File: src/rtl/game_pkg.sv
// rtl/game_pkg.sv - game state codes, map indices, screen size and plot tag type
package game_pkg;

  localparam int SCREEN_WIDTH  = 320;
  localparam int SCREEN_HEIGHT = 240;

  localparam logic [3:0] GS_UPDATE_BRIDGE_1 = 4'd1;
  localparam logic [3:0] GS_UPDATE_BRIDGE_2 = 4'd3;
  localparam logic [3:0] GS_UPDATE_BRIDGE_3 = 4'd5;
  localparam logic [3:0] GS_UPDATE_PILLAR   = 4'd7;
  localparam logic [3:0] GS_FINISHED_GAME   = 4'd9;
  localparam logic [3:0] GS_DRAW_INITIAL    = 4'd10;

  localparam logic [2:0] MAP_INITIAL  = 3'd0;
  localparam logic [2:0] MAP_BRIDGE_1 = 3'd1;
  localparam logic [2:0] MAP_BRIDGE_2 = 3'd2;
  localparam logic [2:0] MAP_BRIDGE_3 = 3'd3;
  localparam logic [2:0] MAP_PILLAR   = 3'd4;
  localparam logic [2:0] MAP_FINISHED = 3'd5;

  typedef struct packed {
    logic       valid;
    logic [8:0] x;
    logic [7:0] y;
  } plot_tag_t;

  // Unlisted codes fall back to the initial map.
  function automatic logic [2:0] map_index(input logic [3:0] gs);
    case (gs)
      GS_DRAW_INITIAL:    return MAP_INITIAL;
      GS_UPDATE_BRIDGE_1: return MAP_BRIDGE_1;
      GS_UPDATE_BRIDGE_2: return MAP_BRIDGE_2;
      GS_UPDATE_BRIDGE_3: return MAP_BRIDGE_3;
      GS_UPDATE_PILLAR:   return MAP_PILLAR;
      GS_FINISHED_GAME:   return MAP_FINISHED;
      default:            return MAP_INITIAL;
    endcase
  endfunction

endpackage

File: src/rtl/plot_delay_pipe.sv
// rtl/plot_delay_pipe.sv - LAT-deep shift register aligning {valid, x, y} with a ROM read
module plot_delay_pipe
  import game_pkg::*;
#(
  parameter int LAT = 1
) (
  input  logic      clock,
  input  logic      resetn,
  input  plot_tag_t tag_in,
  output plot_tag_t tag_out
);

  plot_tag_t stage [LAT];

  always_ff @(posedge clock or negedge resetn) begin
    if (!resetn) begin
      for (int i = 0; i < LAT; i++) stage[i] <= '0;
    end else begin
      stage[0] <= tag_in;
      for (int i = 1; i < LAT; i++) stage[i] <= stage[i-1];
    end
  end

  assign tag_out = stage[LAT-1];

endmodule

File: src/rtl/map_redraw_engine.sv
// rtl/map_redraw_engine.sv - sweeps the background ROM over the whole frame and plots every pixel
module map_redraw_engine
  import game_pkg::*;
#(
  parameter int WIDTH    = SCREEN_WIDTH,
  parameter int HEIGHT   = SCREEN_HEIGHT,
  parameter int COLOUR_W = 9,
  parameter int ROM_LAT  = 1
) (
  input  logic                clock,
  input  logic                resetn,
  input  logic                drawMap,
  input  logic [3:0]          gameState,
  output logic [2:0]          map_sel,
  output logic [16:0]         rom_addr,
  input  logic [COLOUR_W-1:0] rom_data,
  output logic [8:0]          x,
  output logic [7:0]          y,
  output logic [COLOUR_W-1:0] colour,
  output logic                plot,
  output logic                doneRedraw,
  output logic                busy
);

  localparam logic [1:0] S_IDLE  = 2'd0;
  localparam logic [1:0] S_SWEEP = 2'd1;
  localparam logic [1:0] S_DRAIN = 2'd2;
  localparam logic [1:0] S_DONE  = 2'd3;

  localparam int         DW     = (ROM_LAT > 1) ? $clog2(ROM_LAT) : 1;
  localparam logic [8:0] X_LAST = 9'(WIDTH - 1);
  localparam logic [7:0] Y_LAST = 8'(HEIGHT - 1);
  localparam logic [DW-1:0] D_LAST = DW'(ROM_LAT - 1);

  logic [1:0]    fsm;
  logic [3:0]    state_q;
  logic [8:0]    cx;
  logic [7:0]    cy;
  logic [DW-1:0] drain_cnt;
  logic          last_pixel;
  plot_tag_t     tag_in;
  plot_tag_t     tag_out;

  assign last_pixel = (cx == X_LAST) && (cy == Y_LAST);

  always_ff @(posedge clock or negedge resetn) begin
    if (!resetn) begin
      fsm       <= S_IDLE;
      state_q   <= '0;
      map_sel   <= '0;
      cx        <= '0;
      cy        <= '0;
      rom_addr  <= '0;
      drain_cnt <= '0;
    end else begin
      case (fsm)
        S_IDLE: begin
          if (drawMap) begin
            state_q  <= gameState;
            map_sel  <= map_index(gameState);
            cx       <= '0;
            cy       <= '0;
            rom_addr <= '0;
            fsm      <= S_SWEEP;
          end
        end
        // Inputs are deliberately ignored until DONE so a frame is never torn.
        S_SWEEP: begin
          if (last_pixel) begin
            drain_cnt <= '0;
            fsm       <= S_DRAIN;
          end else begin
            rom_addr <= rom_addr + 17'd1;
            if (cx == X_LAST) begin
              cx <= '0;
              cy <= cy + 8'd1;
            end else begin
              cx <= cx + 9'd1;
            end
          end
        end
        S_DRAIN: begin
          if (drain_cnt == D_LAST) fsm <= S_DONE;
          else                     drain_cnt <= drain_cnt + 1'b1;
        end
        S_DONE: begin
          if (!drawMap || (gameState != state_q)) fsm <= S_IDLE;
        end
        default: fsm <= S_IDLE;
      endcase
    end
  end

  assign tag_in = '{valid: (fsm == S_SWEEP), x: cx, y: cy};

  plot_delay_pipe #(.LAT(ROM_LAT)) u_pipe (
    .clock  (clock),
    .resetn (resetn),
    .tag_in (tag_in),
    .tag_out(tag_out)
  );

  // Gating keeps colour at zero whenever nothing is being plotted, including reset.
  assign plot       = tag_out.valid;
  assign x          = tag_out.x;
  assign y          = tag_out.y;
  assign colour     = plot ? rom_data : '0;
  assign doneRedraw = (fsm == S_DONE);
  assign busy       = (fsm == S_SWEEP) || (fsm == S_DRAIN);

endmodule

File: config.mk
export PLATFORM = sky130hd
export DESIGN_NAME = map_redraw_engine
export DESIGN_NICKNAME = d
export VERILOG_FILES = /design/src/rtl/game_pkg.sv /design/src/rtl/plot_delay_pipe.sv /design/src/rtl/map_redraw_engine.sv
export SDC_FILE = /design/constraint.sdc
export NUM_CORES = 1
export LEC_CHECK = 0
export BUFFER_PORTS_ARGS = -buffer_cell sky130_fd_sc_hd__buf_2
export CORE_MARGIN = 5
export CORE_UTILIZATION = 30
export CTS_CLUSTER_SIZE = 24
export DETAILED_ROUTE_END_ITERATION = 10
export PLACE_DENSITY = 0.49
export SYNTH_ARGS = -nofsm -noshare
export SYNTH_HDL_FRONTEND = slang
export SYNTH_SLANG_ARGS = --single-unit
File: constraint.sdc
create_clock -name clock -period 3.15 [get_ports clock]
set_clock_uncertainty 0.1 [all_clocks]
set_input_delay 0.63 -clock clock [delete_from_list [all_inputs] [get_ports clock]]
set_output_delay 0.63 -clock clock [all_outputs]
set_load 0.05 [all_outputs]
# [Word level (Yosys, flattened, before mapping)]
# Index checks and enable logic that the tools add are counted.
[classes] n_addsub=4 multipliers=0 n_div=0 order_cmp=0 n_eq_ne=17 n_shift=0 n_mux=21 bitwise_logic=0 reduce_logical=12
[ops] operator="$mux 9" count=4
[ops] operator="$mux 17" count=2
[ops] operator="$pmux 17 s2" count=1
[ops] operator="$mux 8" count=3
[ops] operator="$pmux 9 s2" count=1
[ops] operator="$add 17x1->17 const B" count=1
[ops] operator="$pmux 8 s2" count=1
[ops] operator="$pmux 3 s5" count=1
[ops] operator="$ne 2x2->1 const B" count=5
[ops] operator="$add 9x1->9 const B" count=1
[ops] operator="$eq 9x9->1 const B" count=1
[ops] operator="$add 8x1->8 const B" count=1
[ops] operator="$eq 4x3->1 const B" count=2
[ops] operator="$eq 8x8->1 const B" count=1
[ops] operator="$mux 2" count=4
[ops] operator="$pmux 2 s4" count=1
[ops] operator="$reduce_and 4->1" count=2
[ops] operator="$eq 2x2->1 const B" count=2
[ops] operator="$eq 4x1->1 const B" count=1
[ops] operator="$eq 4x2->1 const B" count=1
[ops] operator="$eq 4x4->1 const B" count=1
[ops] operator="$ne 4x4->1" count=1
[ops] operator="$reduce_and 2->1" count=2
[ops] operator="$reduce_bool 2->1" count=2
[ops] operator="other kinds (10)" count=12
[word_totals] reg_bits=62 latchBits=0 mem_bits_rw=0 rom_bits=0 in_bits=16 out_inout_bits=49 wordCells=64 memories=0

# [Logic depth before layout (Yosys ltp)]
[logic_depth] ltp_word=4 mapped_depth=9 depth_no_buf=7

# [By module]
# Synthesis repeated with hierarchy kept, for this count alone.
[hier_totals] hier_cells=285 area_unflattened_um2=2881.5
[modules_own_cells] module="map_redraw_engine" n_inst=1 cells_per_inst=267 area_each_um2=2431.1 seq_area_each_um2=1076.0
[modules_own_cells] module="plot_delay_pipe" n_inst=1 cells_per_inst=18 area_each_um2=450.4 seq_area_each_um2=450.4

# [Worst setup path before layout]
# Ideal clock, no wire load.
[synth_path] path_type="reg-to-reg" startpoint="register rom_addr[0]" endpoint="register rom_addr[10]" setup_time_ns=0.124 arrival_time_ns=1.949 required_ns=2.926 setup_slack_ns=0.977 stages_incl_launch_ff=8 n_path_buf=1 period_less_slack_ns=2.173 cell_sequence="dfrtp_1 ha_1 and3_1 and3_1 buf_2 nand4b_1 and3_1 a211o_1"
[synth_between] elab_chain_len=3
[synth_rtl] element="from (decl)" line_no="map_redraw_engine.sv:15" source="output logic [16:0] rom_addr,"
[synth_rtl] element="from (signal assigned)" line_no="map_redraw_engine.sv:73" source="rom_addr <= rom_addr + 17'd1;"
[synth_rtl] element="$add 17x1->17" line_no="map_redraw_engine.sv:73"
[synth_rtl] element="$mux 17" line_no="map_redraw_engine.sv:69" source="if (last_pixel) begin"
[synth_rtl] element="$pmux 17 s2" line_no="map_redraw_engine.sv:56" source="case (fsm)"
# Every way passes these cells. The select of a mux whose other input is x is not followed.
# A chain may end at the register's enable or synchronous reset.

# [Worst setup path after layout]
[layout_path] startpoint="register cx[0]" endpoint="register rom_addr[2]"
[layout_between] elab_chain_len=4
[layout_rtl] element="from (decl)" line_no="map_redraw_engine.sv:37" source="logic [8:0] cx;"
[layout_rtl] element="from (signal assigned)" line_no="map_redraw_engine.sv:78" source="cx <= cx + 9'd1;"
[layout_rtl] element="$eq 9x9->1" line_no="map_redraw_engine.sv:44" source="assign last_pixel = (cx == X_LAST) && (cy == Y_LAST);"
[layout_rtl] element="$logic_and 1x1->1" line_no="map_redraw_engine.sv:44"
[layout_rtl] element="$ne 2x2->1 (no line)"
[layout_rtl] element="$reduce_and 3->1 (no line)"
# Every way passes these cells.

==> summary.txt <==
Route
  – Final antenna-violating net count: 0
  – # DRC: 0
  – DR WL/cell: around 15 um
  – Vias: about 2.4k
  – Total Routed Length: 7230 um
  – First DRT Iteration DRCs: 83
  – Routed vias/inst: approximately 4.8
  – Initial DRT Pass Iterations: 4

Layout
  – Commonest non-fill, non-tap cell in the layout: buf_2
  – Commonest cells after routing, fill and taps aside: 64 x buf_2, 61 x dfrtp_1, 37 x nand2_1
  – Final instance area: about 3700 um2
  – Area Overhead vs Synth: 23.1%
  – Fraction of layout cells with a size suffix above 1: 27.4%
  – NumNets Final: 380
  – N_diodes: 0

Clock network
  – Reg clk slew, reported paths: 0.07 ns
  – Setup bufs post-CTS: 0
  – Num CTS Buffers: 9
  – H-tree depth: 3
  – Worst-case clock buffer depth: 2
  – CTS root buffer: clkbuf_8
  – CTS tree: done
  – Clock sinks: between 60 and 70
  – Worst skew pair latency: ~0.34 ns
  – Hold_buf cts: 0
  – Cts repair resizes: 0

Critical path
  – R2R depth: 6
  – R2r setup slk: 0.84 ns
  – Worst EP required: 3.28 ns
  – Critical path class: reg -> reg
  – CP startpoint kind: flop
  – CP Capture Type: flop
  – Worst R2R End: rom_addr[2]
  – Critical path data arrival time: 2.44 ns
  – Crit path max fanout: 21
  – Reg2reg start: cx[0]

Yosys
  – FFs w/ async S/R, synth: between 90% and 100%
  – Mapped Area: approximately 3000 um2
  – Synth cell types: 45
  – Synth top area share: just over 50%
  – EDFF count, synth: 0
  – Top cells by area, synth: dfrtp_1 51%, nand2_1 4.6%, ha_1 3.3%
  – Mean Syn Cell Area: 10.5 um2
  – Post-synthesis register bit count: 61
  – Synth Flop Type: dfrtp_1
  – Largest area contributor in the netlist: dfrtp_1
  – Syn nets: 310
  – Sequential-to-total area share from yosys stat: about half
  – Post-synthesis cell count: roughly 290
  – Ys Warns: 0

Pwr
  – PwrDens: 428 nW/um2
  – Clock share of power: 46.3%
  – Maximum VDD drop: 0.000191 V
  – Seq pwr share: between 40% and 50%
  – Switching share of power: 22.4%
  – Internal: approximately 1200 uW
  – Leakage Power: between 0.0015 and 0.002 uW
  – Psw: 355 uW
  – Gate power share: 4.3%

STA
  – RSZ-0062 raised after global routing: false
  – Final Cycle Share: 73.4%
  – Count of final setup violators: 0
  – Slew HR: about half
  – Max Slew Vio Count: 0
  – Slew @ Worst Pin: 0.726 ns
  – FMAX: 433 MHz
  – Total Neg Setup Slack: 0 ns
  – Final min period: between 2 and 2.5 ns
  – Final count of hold timing violations: 0

Outcome
  – Status: finished clean

Placement
  – Cell Area, Placed: between 3000 and 4000 um2
  – Input/output buffers: 64
  – Post-detail-place hpwl: 5290 um
  – Gp weighted congestion: 0.758

Global routing
  – Largest net degree at the start of global routing: 33
  – Gr usage total: 13.1%
  – First-pass GRT wire length: 12200 um
  – Grt ovf: 0
  – Initial antenna violation count: 0
  – Vias in the first global route: 2389

Floorplan
  – Core area: 9770 um2
  – Die Ht: 110 um
  – Die area: about 12000 um2
  – Initial Util: 30.8%
  – Die X: 110 um
  – # IOs: 65
  – Row count: 36

Flow run
  – # Max-Cap Violations: 0

Min path
  – Worst hold path class: in -> async
## power by group through the flow
stage | Sequential [uW] | Combinational (uW) | Clock, uW
5_1_grt | 782 | 77.0 | 803
6_report | 783 | 68.4 | 735
3_3_place_gp | 798 | 70.4 | 0
4_1_cts | 783 | 70.7 | 767
3_5_place_dp | 798 | 70.7 | 0
2_1_floorplan | 798 | 31.4 | 0
## metal layers
layer | track usage (%) | vias to the layer above | wire length, um
li1 | - | 1182 | -
met1 | 18.0 | 1136 | 3420
met2 | 19.2 | 46 | 3350
met3 | 4.14 | 11 | 345
met4 | 5.01 | 0 | 114
met5 | 0 | - | 0
## worst max-delay path by stage
stage	from	to	slack, ns	depth (start not counted)
after floorplan	rom_addr[0]	rom_addr[10]	0.98	7
after global placement	cx[0]	rom_addr[2]	0.85	6
after detailed placement	fsm[1]	rom_addr[2]	0.82	7
after CTS	fsm[1]	rom_addr[2]	0.81	7
after global routing	fsm[1]	rom_addr[2]	0.63	7
final	cx[0]	rom_addr[2]	0.84	6
## cell type report
| class | count | area [um2] |
|---|---|---|
| clock buffers | 13 | 169 |
| clock inverters | 3 | 42.5 |
| fillers | 1015 | 6070 |
| inverters | 5 | 18.8 |
| multi-input cells | 210 | 1420 |
| flip-flops and latches | 61 | 1530 |
| well taps | 133 | 166 |
| repair buffers | 69 | 370 |
## sequential cells by signal, summed over array words and instances (netlist names)
| signal | cells |
|---|---|
| u_pipe.tag_out | 18 |
| rom_addr | 17 |
| cx | 9 |
| cy | 8 |
| state_q | 4 |
| map_sel | 3 |
| fsm | 2 |
## cell families after synthesis
| logic type | after synthesis | synth area share, % |
|---|---|---|
| buffers and inverters | 15 | 2.37 |
| DFF | 61 | 50.7 |
| AOI/OAI and AO/OA | 54 | 12.0 |
| adders and majority gates | 8 | 3.32 |
| muxes | 13 | 4.61 |
| xor gates and xnor gates | 8 | 2.33 |
| and+or+nand+nor | 127 | 24.7 |
## worst max-delay path, cell delays in order, from the launching register on
cell      delay (ns)
dfrtp_1         0.42
ha_1            0.26
nand4b_4        0.17
nor4_4          0.47
or2_2           0.46
nor3_1          0.09
a211o_1         0.23
## synthesized netlist by cell type, types with 2 or more instances
| library cell | instances |
|---|---|
| dfrtp_1 | 61 |
| nand2_1 | 37 |
| nand3_1 | 17 |
| o21ai_0 | 14 |
| nor2_1 | 12 |
| and3_1 | 11 |
| a21oi_1 | 10 |
| and2_1 | 10 |
| a22o_1 | 8 |
| ha_1 | 8 |
| mux2_2 | 7 |
| mux2i_1 | 6 |
| inv_1 | 5 |
| or3_1 | 5 |
| xor2_1 | 5 |
| a31oi_1 | 4 |
| clkbuf_1 | 4 |
| nand3b_1 | 4 |
| nor3_1 | 4 |
| or4_1 | 4 |
| buf_2 | 3 |
| nand4b_1 | 3 |
| nor3b_1 | 3 |
| o211ai_1 | 3 |
| or2_2 | 3 |
| xnor2_1 | 3 |
| a211o_1 | 2 |
| a21o_1 | 2 |
| a41oi_1 | 2 |
| nand2b_1 | 2 |
| nand4_1 | 2 |
| nand4b_4 | 2 |
| nor2b_1 | 2 |
| nor4_1 | 2 |
| nor4_4 | 2 |
| o2111ai_1 | 2 |
| o221ai_1 | 2 |
| o31ai_1 | 2 |
| o41ai_1 | 2 |
## stage by stage
step                hold slack, ns  utilization (%)  setup slack (ns)  total power, uW  instances
floorplan                    0.234                -             0.977              829        286
global placement             0.322             35.8             0.848              868        478
detailed placement           0.332             35.8             0.822              869        478
CTS                          0.261             37.9             0.811             1620        494
global route                 0.303             37.9             0.632             1660        494
finish                       0.247             37.9             0.838             1590        494
(Power assumes the default switching activity.)
